<file path="src/rtl/pool2d_stream.sv">
// Streaming 2-D pooling engine: row-major pixels in, one max or floor-average result per
// POOL x POOL window out, with a single-entry output register and ready/valid handshakes.
module pool2d_stream #(
    parameter int DATA_W = 8,
    parameter int IMG_W  = 4,
    parameter int IMG_H  = 4,
    parameter int POOL   = 2
) (
    input  logic              clk,
    input  logic              rst_n,
    input  logic              mode,
    input  logic              in_valid,
    output logic              in_ready,
    input  logic [DATA_W-1:0] in_data,
    output logic              out_valid,
    input  logic              out_ready,
    output logic [DATA_W-1:0] out_data,
    output logic              out_last,
    output logic              busy
);

    localparam int LOG_P = $clog2(POOL);
    localparam int SH    = 2 * LOG_P;
    localparam int ACC_W = DATA_W + SH;
    localparam int NACC  = IMG_W / POOL;
    localparam int COL_W = (IMG_W > 1) ? $clog2(IMG_W) : 1;
    localparam int ROW_W = (IMG_H > 1) ? $clog2(IMG_H) : 1;
    localparam int IDX_W = (NACC > 1) ? $clog2(NACC) : 1;

    logic [COL_W-1:0]  r_col;
    logic [ROW_W-1:0]  r_row;
    logic              r_mode;
    logic              r_busy;
    logic [ACC_W-1:0]  r_acc [NACC];
    logic [DATA_W-1:0] r_res_p1;
    logic              r_vld_p1;
    logic              r_last_p1;

    logic              w_accept;
    logic              w_hs;
    logic              w_first;
    logic              w_load;
    logic              w_close;
    logic              w_col_end;
    logic              w_row_end;
    logic              w_last_pix;
    logic              w_mode;
    logic [IDX_W-1:0]  w_idx;
    logic [ACC_W-1:0]  w_acc;
    logic [ACC_W-1:0]  w_in;
    logic [ACC_W-1:0]  w_new;
    logic [DATA_W-1:0] w_res;

    function automatic logic [ACC_W-1:0] f_combine(input logic avg,
                                                   input logic [ACC_W-1:0] a,
                                                   input logic [ACC_W-1:0] b);
        if (avg)
            return a + b;
        return (a > b) ? a : b;
    endfunction

    // Average divides by POOL*POOL with a plain shift (floor); max passes straight through.
    function automatic logic [DATA_W-1:0] f_finalize(input logic avg,
                                                     input logic [ACC_W-1:0] v);
        logic [ACC_W-1:0] t;
        t = avg ? (v >> SH) : v;
        return t[DATA_W-1:0];
    endfunction

    assign in_ready   = !(r_vld_p1 && !out_ready);
    assign w_accept   = in_valid && in_ready;
    assign w_hs       = r_vld_p1 && out_ready;

    assign w_first    = (r_row == '0) && (r_col == '0);
    assign w_load     = (r_row[LOG_P-1:0] == '0) && (r_col[LOG_P-1:0] == '0);
    assign w_close    = (&r_row[LOG_P-1:0]) && (&r_col[LOG_P-1:0]);
    assign w_col_end  = (r_col == COL_W'(IMG_W - 1));
    assign w_row_end  = (r_row == ROW_W'(IMG_H - 1));
    assign w_last_pix = w_col_end && w_row_end;

    // The frame's first pixel must already use the mode being latched with it.
    assign w_mode     = w_first ? mode : r_mode;
    assign w_idx      = IDX_W'(r_col >> LOG_P);
    assign w_acc      = r_acc[w_idx];
    assign w_in       = {{SH{1'b0}}, in_data};
    assign w_new      = w_load ? w_in : f_combine(w_mode, w_acc, w_in);
    assign w_res      = f_finalize(w_mode, w_new);

    always_ff @(posedge clk or negedge rst_n) begin
        if (!rst_n) begin
            r_col  <= '0;
            r_row  <= '0;
            r_mode <= 1'b0;
            r_busy <= 1'b0;
        end else begin
            if (w_accept) begin
                if (w_col_end) begin
                    r_col <= '0;
                    r_row <= w_row_end ? '0 : r_row + 1'b1;
                end else begin
                    r_col <= r_col + 1'b1;
                end
                if (w_first)
                    r_mode <= mode;
            end
            // A new frame starting on the same edge as the previous frame's last handshake keeps busy high.
            if (w_accept && w_first)
                r_busy <= 1'b1;
            else if (w_hs && r_last_p1)
                r_busy <= 1'b0;
        end
    end

    always_ff @(posedge clk or negedge rst_n) begin
        if (!rst_n) begin
            for (int i = 0; i < NACC; i++)
                r_acc[i] <= '0;
        end else if (w_accept) begin
            r_acc[w_idx] <= w_new;
        end
    end

    // Stage p1: window result register, loaded by the closing pixel.
    always_ff @(posedge clk or negedge rst_n) begin
        if (!rst_n) begin
            r_vld_p1  <= 1'b0;
            r_res_p1  <= '0;
            r_last_p1 <= 1'b0;
        end else if (w_accept && w_close) begin
            r_vld_p1  <= 1'b1;
            r_res_p1  <= w_res;
            r_last_p1 <= w_last_pix;
        end else if (w_hs) begin
            r_vld_p1  <= 1'b0;
            r_last_p1 <= 1'b0;
        end
    end

    assign out_valid = r_vld_p1;
    assign out_data  = r_res_p1;
    assign out_last  = r_last_p1;
    assign busy      = r_busy;

endmodule

</file>
<file path="config.mk">
export PLATFORM = sky130hd
export DESIGN_NAME = pool2d_stream
export DESIGN_NICKNAME = d
export VERILOG_FILES = /design/src/rtl/pool2d_stream.sv
export SDC_FILE = /design/constraint.sdc
export NUM_CORES = 1
export LEC_CHECK = 0
export ABC_CLOCK_PERIOD_IN_PS = 4430
export BUFFER_PORTS_ARGS = -buffer_cell sky130_fd_sc_hd__buf_2
export CAP_MARGIN = 10
export CORE_MARGIN = 1
export CORE_UTILIZATION = 50
export CTS_CLUSTER_DIAMETER = 80
export DETAILED_ROUTE_END_ITERATION = 7
export PLACE_DENSITY = 0.69
export SYNTH_ARGS = -nofsm -noshare
export SYNTH_HDL_FRONTEND = slang
export SYNTH_SLANG_ARGS = --single-unit
export TNS_END_PERCENT = 30
</file>
<file path="constraint.sdc">
create_clock -name clk -period 4.43 [get_ports clk]
set_input_delay 0.886 -clock clk [delete_from_list [all_inputs] [get_ports clk]]
set_output_delay 0.886 -clock clk [all_outputs]
set_load 0.03 [all_outputs]
</file>
==> flow_summary.json <==
{
  "crit_path_max_fanout": 17,
  "ys.flop_type": "dfrtp_1",
  "start_util": 0.5291,
  "synthArstFlopShare": 1.000,
  "grt_use_total": 0.2657,
  "yosysWarnings": 0,
  "chipHeight_um": 76.45,
  "area_growth_pct": 9.661,
  "place_ws_ns": 0.8522,
  "cell_internal_pwr_mw": 1.323,
  "routed_wl_um": 7171,
  "grt_pass1_vias": 2473,
  "ir_worst_vdd_v": 0.0003856,
  "fin_crit_ns": 3.705,
  "switchingPower_mw": 1.346,
  "period_share": 0.8363,
  "fin_ws_ns": 0.7250,
  "row_count": 26,
  "max_freq_ghz": 0.2699,
  "rr_startpoint": "r_col[1]",
  "clk_latency_ns": 0.29,
  "top_layer": "met4",
  "rrSetupSlack_ns": 0.72,
  "io_pins": 25,
  "wl_per_cell_um": 17.88,
  "ys_seq_area_frac": 0.3251,
  "stdcell_area_um2": 3039,
  "cts_tree": "yes",
  "clk_path_buf_depth": 2,
  "rr_worst_depth": 8,
  "cts_root_buf": "clkbuf_8",
  "clock_sinks": 36,
  "final_hold_viol_count": 0,
  "crit_path_start_kind": "flop",
  "placed_cell_area_um2": 2928,
  "power_frac_comb": 0.662,
  "gp_congestion": 0.9334,
  "cts_resized": 0,
  "maxSlewHeadroom": 0.3523,
  "hold_class": "flop to flop",
  "p_per_area_nw_per_um2": 878.1,
  "avgSynthCellArea_um2": 8.940,
  "seqCellArea_um2": 900.9,
  "dieArea_um2": 5845,
  "cp.required_ns": 4.61,
  "p_leak_nw": 1.381,
  "htreeDepth": 2,
  "syn-cell-area_um2": 2771,
  "min-delay-start": "r_acc[3]",
  "antenna_found_initial": 0,
  "clkTransAtPathRegs_ns": 0.08,
  "yosysUniqueCellTypes": 56,
  "wl_met2_um": 3225,
  "synth_nets": 344,
  "maxCapViolCount": 0,
  "grt_max_degree": 37,
  "p_seq_frac": 0.229,
  "fin_worst_skew_ns": 0.006248,
  "post-cts-setup-buffers": 0,
  "hpwl_um": 5270,
  "numCtsBuffers": 5,
  "die_width_um": 76.45,
  "nNetsFinal": 364,
  "coreArea_um2": 5238,
  "drtPass1Iterations": 4,
  "netlist_instances": 310,
  "drive_above_1_share": 0.1964,
  "clockPowerShare": 0.109,
  "status": "finished clean",
  "vias_per_cell": 6.050,
  "synth_edf_count": 0,
  "worst_pin_slew_ns": 0.9679,
  "dp.cells": 393,
  "gr-total-overflow": 0,
  "arrival_ns": 3.89,
  "m1WireLength_um": 3441,
  "timing.hold.ws_ns": 0.4826,
  "min_to": "r_acc[3]",
  "dr_wl_met3_um": 262,
  "antenna_cells": 0,
  "fin_cells": 401,
  "maxSlewViolCount": 0,
  "vias": 2426,
  "drc": 0,
  "ant_nets": 0,
  "endpoint_kind": "flop",
  "tns_ns": 0,
  "ctsHoldBuffers": 0,
  "setup_viol": 0,
  "grt_pass1_wl_um": 12090,
  "rsz0062_at_grt": "no",
  "multi_input_area_um2": 1714,
  "drt_first_iter_violations": 132,
  "r2r_end": "r_acc[9]",
  "ys_ff_latch": 36,
  "p_sw_frac": 0.5043,
  "hold_path_depth": 2,
  "worstSetupPathType": "flop to flop",
  "io_buffers": 24,
  "fillCellCount": 496
}
per-layer routing:
metal,GRT usage,up-vias
met5,0,-
met3,0.03593,23
li1,-,1179
met2,0.4189,71
met1,0.3584,1153
met4,0.1269,0
final cells by class:
cell class                 instances  share of cell area
clock buffer                       5             0.02264
clock inverter                     3             0.01400
inverter                          24             0.02964
multi-input combinational        237              0.5640
sequential                        36              0.2964
tap                               70             0.02882
timing repair buffer              26             0.04446
power groups by stage:
stage	logic [mW]	clock network [mW]	registers [mW]
after global routing	1.96	0.306	0.630
after detailed placement	1.74	0	0.614
after CTS	1.75	0.298	0.606
after floorplan	1.31	0	0.643
after global placement	1.73	0	0.608
final	1.77	0.291	0.610
metrics by stage:
| stage | utilization | power [mW] |
|---|---|---|
| 6_report | 0.5803 | 2.669 |
| 3_5_place_dp | 0.5590 | 2.355 |
| 4_1_cts | 0.5803 | 2.654 |
| 5_1_grt | 0.5803 | 2.891 |
| 3_3_place_gp | 0.5590 | 2.336 |
| 2_1_floorplan | - | 1.953 |
sequential cells by signal, indices dropped and copies added, names as in the netlist:
name / flops
out_data: 8
busy: 1
r_mode: 1
out_last: 1
out_valid: 1
r_acc: 20
r_row: 2
r_col: 2
critical path: stages (launching register included):
cell	delay [ns]
dfrtp_1	0.87
mux2_2	0.47
ha_1	0.33
nand2b_1	0.19
a221oi_1	0.58
o21ai_0	0.26
o41ai_2	0.50
a21oi_1	0.15
a211o_1	0.24
cells by family (layout without fill, tap and decap cells):
group,Yosys count,in the layout,share of synthesized area
AND/OR/NAND/NOR,103,103,0.1806
AO/OA/AOI/OAI,84,84,0.2298
buffers and inverters,37,58,0.05643
flip-flops,36,36,0.3251
multiplexers,24,24,0.09481
adder cells (fa/ha/maj),21,21,0.09752
XOR/XNOR,5,5,0.01580
cells in the final DEF (no fill, tap or decap), drive strengths merged, types with 7 or more instances in the layout:
| cell | Yosys | routed |
|---|---|---|
| o21ai | 13 | 13 |
| nand4 | 7 | 7 |
| dfrtp | 36 | 36 |
| ha | 20 | 20 |
| a31oi | 10 | 10 |
| nor3 | 12 | 12 |
| nand2 | 33 | 33 |
| inv | 24 | 24 |
| mux2 | 18 | 18 |
| nand3 | 12 | 12 |
| a21oi | 17 | 17 |
| buf | 3 | 26 |
| nor2 | 20 | 20 |
cells in the mapped netlist, drive strengths merged, types with 5 or more instances:
library cell / n / area, µm²
xnor2: 5 / 43.79
clkbuf: 10 / 38.78
nor2: 20 / 75.07
nand3: 12 / 60.06
o21ai: 13 / 65.06
mux2: 18 / 202.7
mux2i: 6 / 60.06
a211o: 6 / 52.55
a31oi: 10 / 62.56
inv: 24 / 90.08
dfrtp: 36 / 900.9
ha: 20 / 250.2
nand2: 33 / 123.9
nand4: 7 / 43.79
a21oi: 17 / 88.84
nor3: 12 / 65.06
how the worst max path moves through the flow:
stage,slack (ns),end,start
finish,0.72,r_acc[9],r_col[1]
floorplan,1.27,r_acc[10],r_col[1]
detailed placement,0.85,r_acc[9],r_col[1]
CTS,0.84,r_acc[9],r_col[1]
global placement,0.88,r_acc[9],r_col[1]
global route,0.50,r_acc[9],r_col[1]
No activity file was read; power rests on OpenSTA's default activity.
